File: config.mk
export PLATFORM = sky130hd
export DESIGN_NAME = gfx256_frag_queue
export DESIGN_NICKNAME = d
export VERILOG_FILES = /design/src/rtl/gfx256_pkg.sv /design/src/rtl/gfx256_frag_fifo.sv /design/src/rtl/gfx256_frag_queue.sv
export SDC_FILE = /design/constraint.sdc
export NUM_CORES = 1
export LEC_CHECK = 0
export CORE_UTILIZATION = 35
export CTS_CLUSTER_DIAMETER = 30
export CTS_CLUSTER_SIZE = 10
export DETAILED_ROUTE_END_ITERATION = 10
export HOLD_SLACK_MARGIN = 0.15
export SKIP_CTS_REPAIR_TIMING = 1
export SLEW_MARGIN = 20
export SYNTH_ARGS = -nofsm -noshare
export SYNTH_HDL_FRONTEND = slang
export SYNTH_HIERARCHICAL = 1
export SYNTH_SLANG_ARGS = --single-unit
File: constraint.sdc
create_clock -name clk_i -period 7.8 [get_ports clk_i]
set_input_delay 2.34 -clock clk_i [delete_from_list [all_inputs] [get_ports clk_i]]
set_output_delay 2.34 -clock clk_i [all_outputs]
set_load 0.03 [all_outputs]
File: src/rtl/gfx256_pkg.sv
// Shared types and constants for the gfx256 fragment path.
package gfx256_pkg;

   // Width of the x/y/z/u/v and bezier factor fields.
   localparam int point_width_c = 16;

   // One interpolated fragment as it travels from the interpolator to the
   // fragment processor. z is a signed depth, carried here as opaque bits.
   typedef struct packed {
      logic [point_width_c-1:0] x;
      logic [point_width_c-1:0] y;
      logic [point_width_c-1:0] z;
      logic [point_width_c-1:0] u;
      logic [point_width_c-1:0] v;
      logic [point_width_c-1:0] bezier0;
      logic [point_width_c-1:0] bezier1;
      logic [7:0]               a;
      logic [31:0]              color;
   } gfx256_fragment_t;

   localparam int fragment_width_c = $bits(gfx256_fragment_t);

   // Bundles the individual interpolator fields into one fragment.
   function automatic gfx256_fragment_t make_fragment(
      input logic [point_width_c-1:0] x,
      input logic [point_width_c-1:0] y,
      input logic [point_width_c-1:0] z,
      input logic [point_width_c-1:0] u,
      input logic [point_width_c-1:0] v,
      input logic [point_width_c-1:0] bezier0,
      input logic [point_width_c-1:0] bezier1,
      input logic [7:0]               a,
      input logic [31:0]              color
   );
      gfx256_fragment_t f;
      f.x       = x;
      f.y       = y;
      f.z       = z;
      f.u       = u;
      f.v       = v;
      f.bezier0 = bezier0;
      f.bezier1 = bezier1;
      f.a       = a;
      f.color   = color;
      return f;
   endfunction

endpackage

File: src/rtl/gfx256_frag_fifo.sv
// Synchronous show-ahead FIFO of fragments with push, pop, clear and level.
// depth must be a power of two (>= 2) so the pointers wrap naturally.
module gfx256_frag_fifo
   import gfx256_pkg::*;
#(
   parameter  int depth   = 4,
   localparam int ptr_w   = $clog2(depth),
   localparam int level_w = ptr_w + 1
) (
   input  logic               clk,
   input  logic               rst,
   input  logic               clear,
   input  logic               push,
   input  gfx256_fragment_t   push_data,
   input  logic               pop,
   output gfx256_fragment_t   head,
   output logic [level_w-1:0] level,
   output logic               full,
   output logic               empty
);

   localparam logic [level_w-1:0] depth_lv = level_w'(depth);

   gfx256_fragment_t   mem [depth];
   logic [ptr_w-1:0]   wr_ptr;
   logic [ptr_w-1:0]   rd_ptr;
   logic               push_en;
   logic               pop_en;

   assign full    = (level == depth_lv);
   assign empty   = (level == '0);
   // Clear wins over both operations; the entries it discards are simply
   // forgotten by resetting the pointers.
   assign push_en = push && !full  && !clear;
   assign pop_en  = pop  && !empty && !clear;
   assign head    = mem[rd_ptr];

   // Store the incoming fragment at the write pointer.
   // NOTE: the storage array has no reset; an entry is only ever read after
   // it has been written, and leaving it unreset lets it map onto RAM.
   always_ff @(posedge clk) begin
      if (push_en) begin
         mem[wr_ptr] <= push_data;
      end
   end

   // Advance pointers and track occupancy; pointers wrap modulo depth.
   always_ff @(posedge clk) begin
      if (rst || clear) begin
         wr_ptr <= '0;
         rd_ptr <= '0;
         level  <= '0;
      end else begin
         if (push_en) begin
            wr_ptr <= wr_ptr + 1'b1;
         end
         if (pop_en) begin
            rd_ptr <= rd_ptr + 1'b1;
         end
         case ({push_en, pop_en})
            2'b10:   level <= level + 1'b1;
            2'b01:   level <= level - 1'b1;
            default: level <= level;
         endcase
      end
   end

endmodule

File: src/rtl/gfx256_frag_queue.sv
// Responder end of the interpolator write/ack handshake; buffers fragments
// and presents them on a valid/ready interface to the fragment processor.
module gfx256_frag_queue
   import gfx256_pkg::*;
#(
   parameter  int point_width = point_width_c,
   parameter  int fifo_depth  = 4,
   localparam int level_w     = $clog2(fifo_depth) + 1
) (
   input  logic                   clk_i,
   input  logic                   rst_i,
   input  logic                   flush_i,
   input  logic                   write_i,
   output logic                   ack_o,
   input  logic [point_width-1:0] x_i,
   input  logic [point_width-1:0] y_i,
   input  logic [point_width-1:0] z_i,
   input  logic [point_width-1:0] u_i,
   input  logic [point_width-1:0] v_i,
   input  logic [7:0]             a_i,
   input  logic [31:0]            color_i,
   input  logic [point_width-1:0] bezier_factor0_i,
   input  logic [point_width-1:0] bezier_factor1_i,
   output logic                   frag_valid_o,
   input  logic                   frag_ready_i,
   output logic [point_width-1:0] x_o,
   output logic [point_width-1:0] y_o,
   output logic [point_width-1:0] z_o,
   output logic [point_width-1:0] u_o,
   output logic [point_width-1:0] v_o,
   output logic [7:0]             a_o,
   output logic [31:0]            color_o,
   output logic [point_width-1:0] bezier_factor0_o,
   output logic [point_width-1:0] bezier_factor1_o,
   output logic [level_w-1:0]     level_o
);

   logic               ack;
   logic               capture;
   logic               pop;
   logic               full;
   logic               empty;
   gfx256_fragment_t   in_frag;
   gfx256_fragment_t   head;
   gfx256_fragment_t   out_frag;

   assign in_frag = make_fragment(x_i, y_i, z_i, u_i, v_i,
                                  bezier_factor0_i, bezier_factor1_i,
                                  a_i, color_i);

   // The interpolator still holds write_i during the ack cycle, so a write
   // seen while ack is high is the same fragment and must not be taken again.
   // Fullness uses the registered level: a same-edge pop does not free a slot.
   assign capture = write_i && !ack && !full && !flush_i;
   assign pop     = frag_valid_o && frag_ready_i;

   // One-cycle accept pulse per captured fragment.
   // NOTE: state registers use non-blocking assignment so every flop samples
   // the pre-edge values, independent of block ordering.
   always_ff @(posedge clk_i) begin
      if (rst_i) begin
         ack <= 1'b0;
      end else begin
         ack <= capture;
      end
   end

   assign ack_o = ack;

   gfx256_frag_fifo #(
      .depth (fifo_depth)
   ) u_fifo (
      .clk       (clk_i),
      .rst       (rst_i),
      .clear     (flush_i),
      .push      (capture),
      .push_data (in_frag),
      .pop       (pop),
      .head      (head),
      .level     (level_o),
      .full      (full),
      .empty     (empty)
   );

   assign frag_valid_o = !empty;

   // Payload is forced to zero whenever no fragment is presented.
   always_comb begin
      out_frag = '0;
      if (frag_valid_o) begin
         out_frag = head;
      end
   end

   assign x_o              = out_frag.x;
   assign y_o              = out_frag.y;
   assign z_o              = out_frag.z;
   assign u_o              = out_frag.u;
   assign v_o              = out_frag.v;
   assign a_o              = out_frag.a;
   assign color_o          = out_frag.color;
   assign bezier_factor0_o = out_frag.bezier0;
   assign bezier_factor1_o = out_frag.bezier1;

endmodule

==> metrics.txt, run 1 <==
PwrDens 283 nW/um2; pin count of the biggest net entering global routing 155; clock-pin transition on the worst setup and hold timing paths 0.05 ns; post-synthesis compound-gate area fraction 0.00217; Worst Path Arrival 3.63 ns; Cell Int Power 7200 uW; total power 9020 uW; initial antenna violation count 4; Area growth, synth to finish 34.8%; xor and xnor area share after synthesis 0.00148; critical path data required time 5.46 ns; combinational power share 0.025; Sink Count 618; Commonest cells post-synth 608 x edfxtp_1, 152 x mux4_2, 102 x nor2b_1; first-pass GRT wire length 74100 um; die area 68600 um2; delay of the slowest critical-path stage 1.01 ns; f_max 168 MHz; Starting DRT DRC Count 709; post-synthesis adder-cell area fraction 0.00349; number of remaining DRC errors 0; Yosys top cell area share 0.772; Layout Skew 0.0241 ns; synth unique cells 25; initial core utilization 0.357; Placement Cell Area 27700 um2; Tcrit/Tclk final 0.765; CP Max Fanout 59; RSZ-0062 raised after global routing no; min Tclk post-route 5.97 ns; Clock Tree Buf Depth 3; Synth Flop Type edfxtp_1; Netlist Area Pre-Place 23700 um2; buffers plus inverters on the worst setup path 2; status finished clean; CP delay by family, top buffers and inverters; port bufs 313; Die Ht 262 um; post-synthesis simple-gate area fraction 0.0510; row cnt 94; startpoint type of the worst setup path flop; static leakage 0.00999 uW; Synth Area per Inst 23.1 um2; Async SR Flop Fraction 0; H-tree depth 3; Hold Vio Cnt, Final 0; endpoints failing setup 0; CTS tree built; Hold EP u_fifo/wr_ptr[1]$_SDFFE_PP0P_; FF-to-FF End u_fifo/mem[3][83]$_DFFE_PP_; vias 11400; Placeable Area 66300 um2; worst hold slack 0.522 ns; post-synthesis mux area share 0.145; gpl congestion 0.694; hold depth 2; fin nets 1583; crit-path cells buf_4 -> mux4_2 -> nor2b_1 -> clkdlybuf4s50_1; Crit. End Element output port; # Max-Cap Violations 0; Ys Warns 6; main combinational cell family by area after synthesis multiplexers; antenna viol nets, final 0; path type of the worst setup path reg -> out; grt total ovfl 0; RR Startpoint u_fifo/level[0]$_SDFFE_PP0P_; clock network power share 0.565; total wire length 49900 um; Stages on worst setup path 4; syn_nets 1186; Pre-antenna DRT Iters 5; GRT Util Overall 0.145; slew margin rel. 0.268; final design utilization 0.480; setup TNS after final layout 0 ns; Worst-Skew Late Latency 0.67 ns; VDD IR max 0.176 mV; sequential area share after synthesis 0.780; sw frac 0.201; die width 262 um; CTS Buf Count 119; transition time of the tightest slew-check pin 1.10 ns; top cell type by total area after synthesis edfxtp_1; sequential share of power 0.409; Worst path slowest cell dfxtp_4; Design Area, Final 31900 um2; largest cells by area after synthesis edfxtp_1 77%, mux4_2 14%, nor2b_1 2.7%, nor2b_2 1.9%, buf_6 0.86%; FF-to-FF path depth 7; via/cell ratio 4.79; root buffer cell clkbuf_16; WL/cell 20.9 um; Worst Hold Class reg -> reg; Cells after Synth 1023; hold path start u_fifo/wr_ptr[1]$_SDFFE_PP0P_; I/O pins 314; Seq cells post-synth 618; Post-synth EDFFs 608; Post-DP HPWL 27600 um; vias in the first global route 12300; layout cells sized above 1 0.280; cell with the most instances after synthesis edfxtp_1; pins over their slew limit 0; switching power total 1820 uW; Worst R2R Setup Slack 4.41 ns
==> area by class of cell <==
type,count,area (um2)
flip-flops and latches,618,18500
diodes,1,2.50
clock inverters,95,1110
clock buffers,129,3020
inverters,9,33.8
repair buffers,328,3350
multi-input cells,344,4810
fillers,5484,34500
well taps,864,1080
==> tightest hold or removal path, cell delays in order, from the launching register on <==
cell,delay [ns]
dfxtp_1,0.33
o21ai_0,0.08
a21oi_1,0.06
==> cell families after synthesis <==
| group | count (synthesis) |
|---|---|
| compound gates | 9 |
| flops | 618 |
| buf+inv | 61 |
| mux | 152 |
| xor+xnor | 4 |
| simple gates | 173 |
| fa+ha+maj | 6 |
==> state kept, by name, indices dropped and copies added, names as in the netlist, named ones only <==
name,count
u_fifo/mem,608
u_fifo/level,3
u_fifo/rd_ptr,2
u_fifo/wr_ptr,2
ack_o,1
==> power groups by stage <==
stage	combinational, uW	sequential (uW)	clock (uW)
2_1_floorplan	76.3	3760	0
3_3_place_gp	227	3750	0
3_5_place_dp	232	3750	0
4_1_cts	234	3690	5200
5_1_grt	246	3690	5350
6_report	229	3690	5100
==> placed cells by master (no fill, tap or decap), types with 14 or more instances in the layout <==
| master | count |
|---|---|
| edfxtp_1 | 608 |
| nor2b_2 | 52 |
| bufinv_16 | 18 |
| clkbuf_16 | 119 |
| clkinv_2 | 23 |
| clkinv_1 | 16 |
| clkdlybuf4s50_1 | 313 |
| nor2b_1 | 102 |
| clkinvlp_4 | 14 |
| mux4_2 | 152 |
==> metal layers <==
metal	vias to the layer above	global-route usage	part of all wire
met4	6	0.0575	0.022
li1	5022	-	-
met1	5959	0.193	0.43
met3	84	0.0395	0.065
met2	375	0.228	0.48
met5	-	0	0.00086
==> how the worst max path moves through the flow <==
| stage | startpoint | end | slack (ns) |
|---|---|---|---|
| after floorplan | flush_i | u_fifo/mem[0][0]$_DFFE_PP_ | 0.76 |
| after global placement | flush_i | u_fifo/mem[3][92]$_DFFE_PP_ | 2.34 |
| after detailed placement | flush_i | u_fifo/mem[3][92]$_DFFE_PP_ | 2.31 |
| after CTS | flop | v_o[0] | 1.71 |
| after global routing | flop | v_o[0] | 1.64 |
| final | flop | v_o[0] | 1.83 |
==> through the flow <==
| stage | instances | setup WS (ns) |
|---|---|---|
| 5_1_grt | 2388 | 1.64 |
| 6_report | 2388 | 1.83 |
| 3_5_place_dp | 2163 | 2.31 |
| 2_1_floorplan | 1023 | 0.762 |
| 4_1_cts | 2387 | 1.71 |
| 3_3_place_gp | 2163 | 2.34 |
(Power assumes the default switching activity.)
==> run 2, diff against run 1 <==
==> constraint.sdc (replaced) <==
create_clock -name clk_i -period 4.9 [get_ports clk_i]
set_input_delay 1.47 -clock clk_i [delete_from_list [all_inputs] [get_ports clk_i]]
set_output_delay 1.47 -clock clk_i [all_outputs]
set_load 0.03 [all_outputs]
==> run 2 against run 1 <==
- sequential power grew 59%
- largest power group unchanged
- total power grew 51%
- largest cell class unchanged
- sequential cell count is the same
- critical path depth is the same
- via count grew 0.55%
- final cell count is essentially flat
- cell area shrank 0.38%
- count of clock-buffer cells in the layout shrank 9
- die area is the same
==> metrics.txt, run 2 (synthesis results as in run 1) <==
number of remaining DRC errors 0 (unchanged); die width 262 um (unchanged); Design Area, Final 31700 um2 (was 31900 um2); transition time of the tightest slew-check pin 0.564 ns (was 1.10 ns); Sink Count 618 (unchanged); register area 18500 um2 (unchanged); root buffer cell clkbuf_16 (unchanged); setup TNS after final layout 0 ns (unchanged); initial antenna violation count 3 (was 4); Tcrit/Tclk final 0.902; Die Ht 262 um (unchanged); static leakage 0.00993 uW (was 0.00999 uW); VDD IR max 0.259 mV (was 0.176 mV); endpoints failing setup 0 (unchanged); Worst path slowest cell clkdlybuf4s50_1 (was dfxtp_4); Worst-Skew Late Latency 0.65 ns (was 0.67 ns); Post-DP HPWL 30700 um (was 27600 um); row cnt 94 (unchanged); antenna viol nets, final 0 (unchanged); Layout Skew 0.0348 ns (was 0.0241 ns); buffers plus inverters on the worst setup path 2 (unchanged); CTS tree built (unchanged); slew margin rel. 0.623 (was 0.268); Placement Cell Area 28000 um2 (was 27700 um2); pins over their slew limit 0 (unchanged); most common cell after layout, fill and taps aside edfxtp_1 (unchanged); setup ws final 0.479 ns (was 1.83 ns); GRT Util Overall 0.148 (was 0.145); max FFs per register 608 (unchanged); critical path data required time 3.43 ns (was 5.46 ns); biggest registers after layout u_fifo/mem x608, u_fifo/level x3 (unchanged); Worst Path Arrival 2.95 ns (was 3.63 ns); WL/cell 21.2 um (was 20.9 um); grt total ovfl 0 (unchanged); Place WS 0.826 ns (was 2.31 ns); initial core utilization 0.357 (unchanged); # Max-Cap Violations 0 (unchanged); RSZ-0062 raised after global routing no (unchanged); CP Max Fanout 41 (was 59); path type of the worst setup path reg -> out (unchanged); Placeable Area 66300 um2 (unchanged); layout cells sized above 1 0.283 (was 0.280); total wire length 50800 um (was 49900 um); port bufs 313 (unchanged); CP delay by family, top buffers and inverters (unchanged); gpl congestion 0.731 (was 0.694); area taken by multi-input logic gates 4810 um2 (unchanged); Largest Register u_fifo/mem (unchanged); I/O pins 314 (unchanged); f_max 226 MHz; min Tclk post-route 4.42 ns; startpoint type of the worst setup path flop (unchanged); first-pass GRT wire length 75400 um (was 74100 um); pin count of the biggest net entering global routing 71 (was 155); Area growth, synth to finish 34.2% (was 34.8%); Hold Vio Cnt, Final 0 (unchanged); CTS Buf Count 107 (was 119); PwrDens 429 nW/um2 (was 283 nW/um2); crit-path cells buf_12 -> mux4_2 -> nor2b_1 -> clkdlybuf4s50_1 (was buf_4 -> mux4_2 -> nor2b_1 -> clkdlybuf4s50_1); Fillers 5458 (was 5484); Clock Tree Buf Depth 3 (unchanged); status finished clean (unchanged); Starting DRT DRC Count 644 (was 709); via/cell ratio 4.82 (was 4.79); delay of the slowest critical-path stage 0.74 ns (was 1.01 ns); Worst Hold Class reg -> reg (unchanged); vias 11500 (was 11400); Pre-antenna DRT Iters 5 (unchanged); H-tree depth 3 (unchanged); antenna cells 0 (was 1); most frequent cells in the layout 608 x edfxtp_1, 313 x clkdlybuf4s50_1, 152 x mux4_2 (unchanged); clock-pin transition on the worst setup and hold timing paths 0.05 ns (about the same); vias in the first global route 12300 (about the same); die area 68600 um2 (unchanged); fin nets 1597 (was 1583); Crit. End Element output port (unchanged)
[run 2: layout make-up]
cell class | count | area share
Multi-Input combinational cell | 344 | 0.152
Clock buffer | 120 | 0.0859
Timing Repair Buffer | 354 | 0.115
Clock inverter | 81 | 0.0311
Inverter | 9 | 0.00106
Tap cell | 864 | 0.0341
Sequential cell | 618 | 0.582
[run 2: final timing paths]
| kind | endpoint | from | cells past startpoint | slack (ns) |
|---|---|---|---|---|
| hold / removal | flop | u_fifo/rd_ptr[0]$_SDFFE_PP0P_ | 2 | 0.53 |
| setup reg to reg | u_fifo/mem[2][64]$_DFFE_PP_ | u_fifo/level[0]$_SDFFE_PP0P_ | 7 | 2.00 |
| hold reg to reg | flop | u_fifo/rd_ptr[0]$_SDFFE_PP0P_ | 2 | 0.53 |
| setup / recovery | color_o[20] | flop | 4 | 0.48 |
[run 2: worst register-to-register path, stage by stage, from the launching register on]
cell and delay (ns):
dfxtp_1 0.48, or3b_1 0.20, inv_1 0.09, nor4b_2 0.38, inv_1 0.14, nor3_2 0.32, and2_4 0.53, buf_12 0.37
[run 2: where the power goes]
part           leakage [uW]  internal [uW]  switching [uW]  total [uW]
Clock               0.00176           4790            2580        7370
Combinational       0.00260            193             178         371
Sequential          0.00557           5870            9.84        5880
Total               0.00993          10800            2770       13600
[run 2: layer usage]
metal,global-route usage,part of all wire,vias up
li1,-,-,5043
met4,0.0490,0.020,6
met2,0.228,0.47,373
met3,0.0372,0.072,88
met5,0,0.00083,-
met1,0.207,0.43,5999
[run 2: metrics by stage]
stage          hold WS [ns]  utilization  total power [uW]  std cells
3_3_place_gp          0.504        0.423              6340       2189
3_5_place_dp          0.517        0.423              6350       2189
5_1_grt               0.566        0.479             14100       2390
4_1_cts               0.537        0.479             13800       2390
6_report              0.533        0.479             13600       2390
2_1_floorplan         0.484            -              6100       1023
==> run 3, diff against run 2 <==
--- a/config.mk
+++ b/config.mk
@@ -9,6 +9,7 @@
 export CTS_CLUSTER_DIAMETER = 30
 export CTS_CLUSTER_SIZE = 10
 export DETAILED_ROUTE_END_ITERATION = 10
+export GPL_ROUTABILITY_DRIVEN = 1
 export HOLD_SLACK_MARGIN = 0.15
 export SKIP_CTS_REPAIR_TIMING = 1
 export SLEW_MARGIN = 20
==> results of run 3 <==
No change in the layout: final DEF, timing and power equal those of run 2.
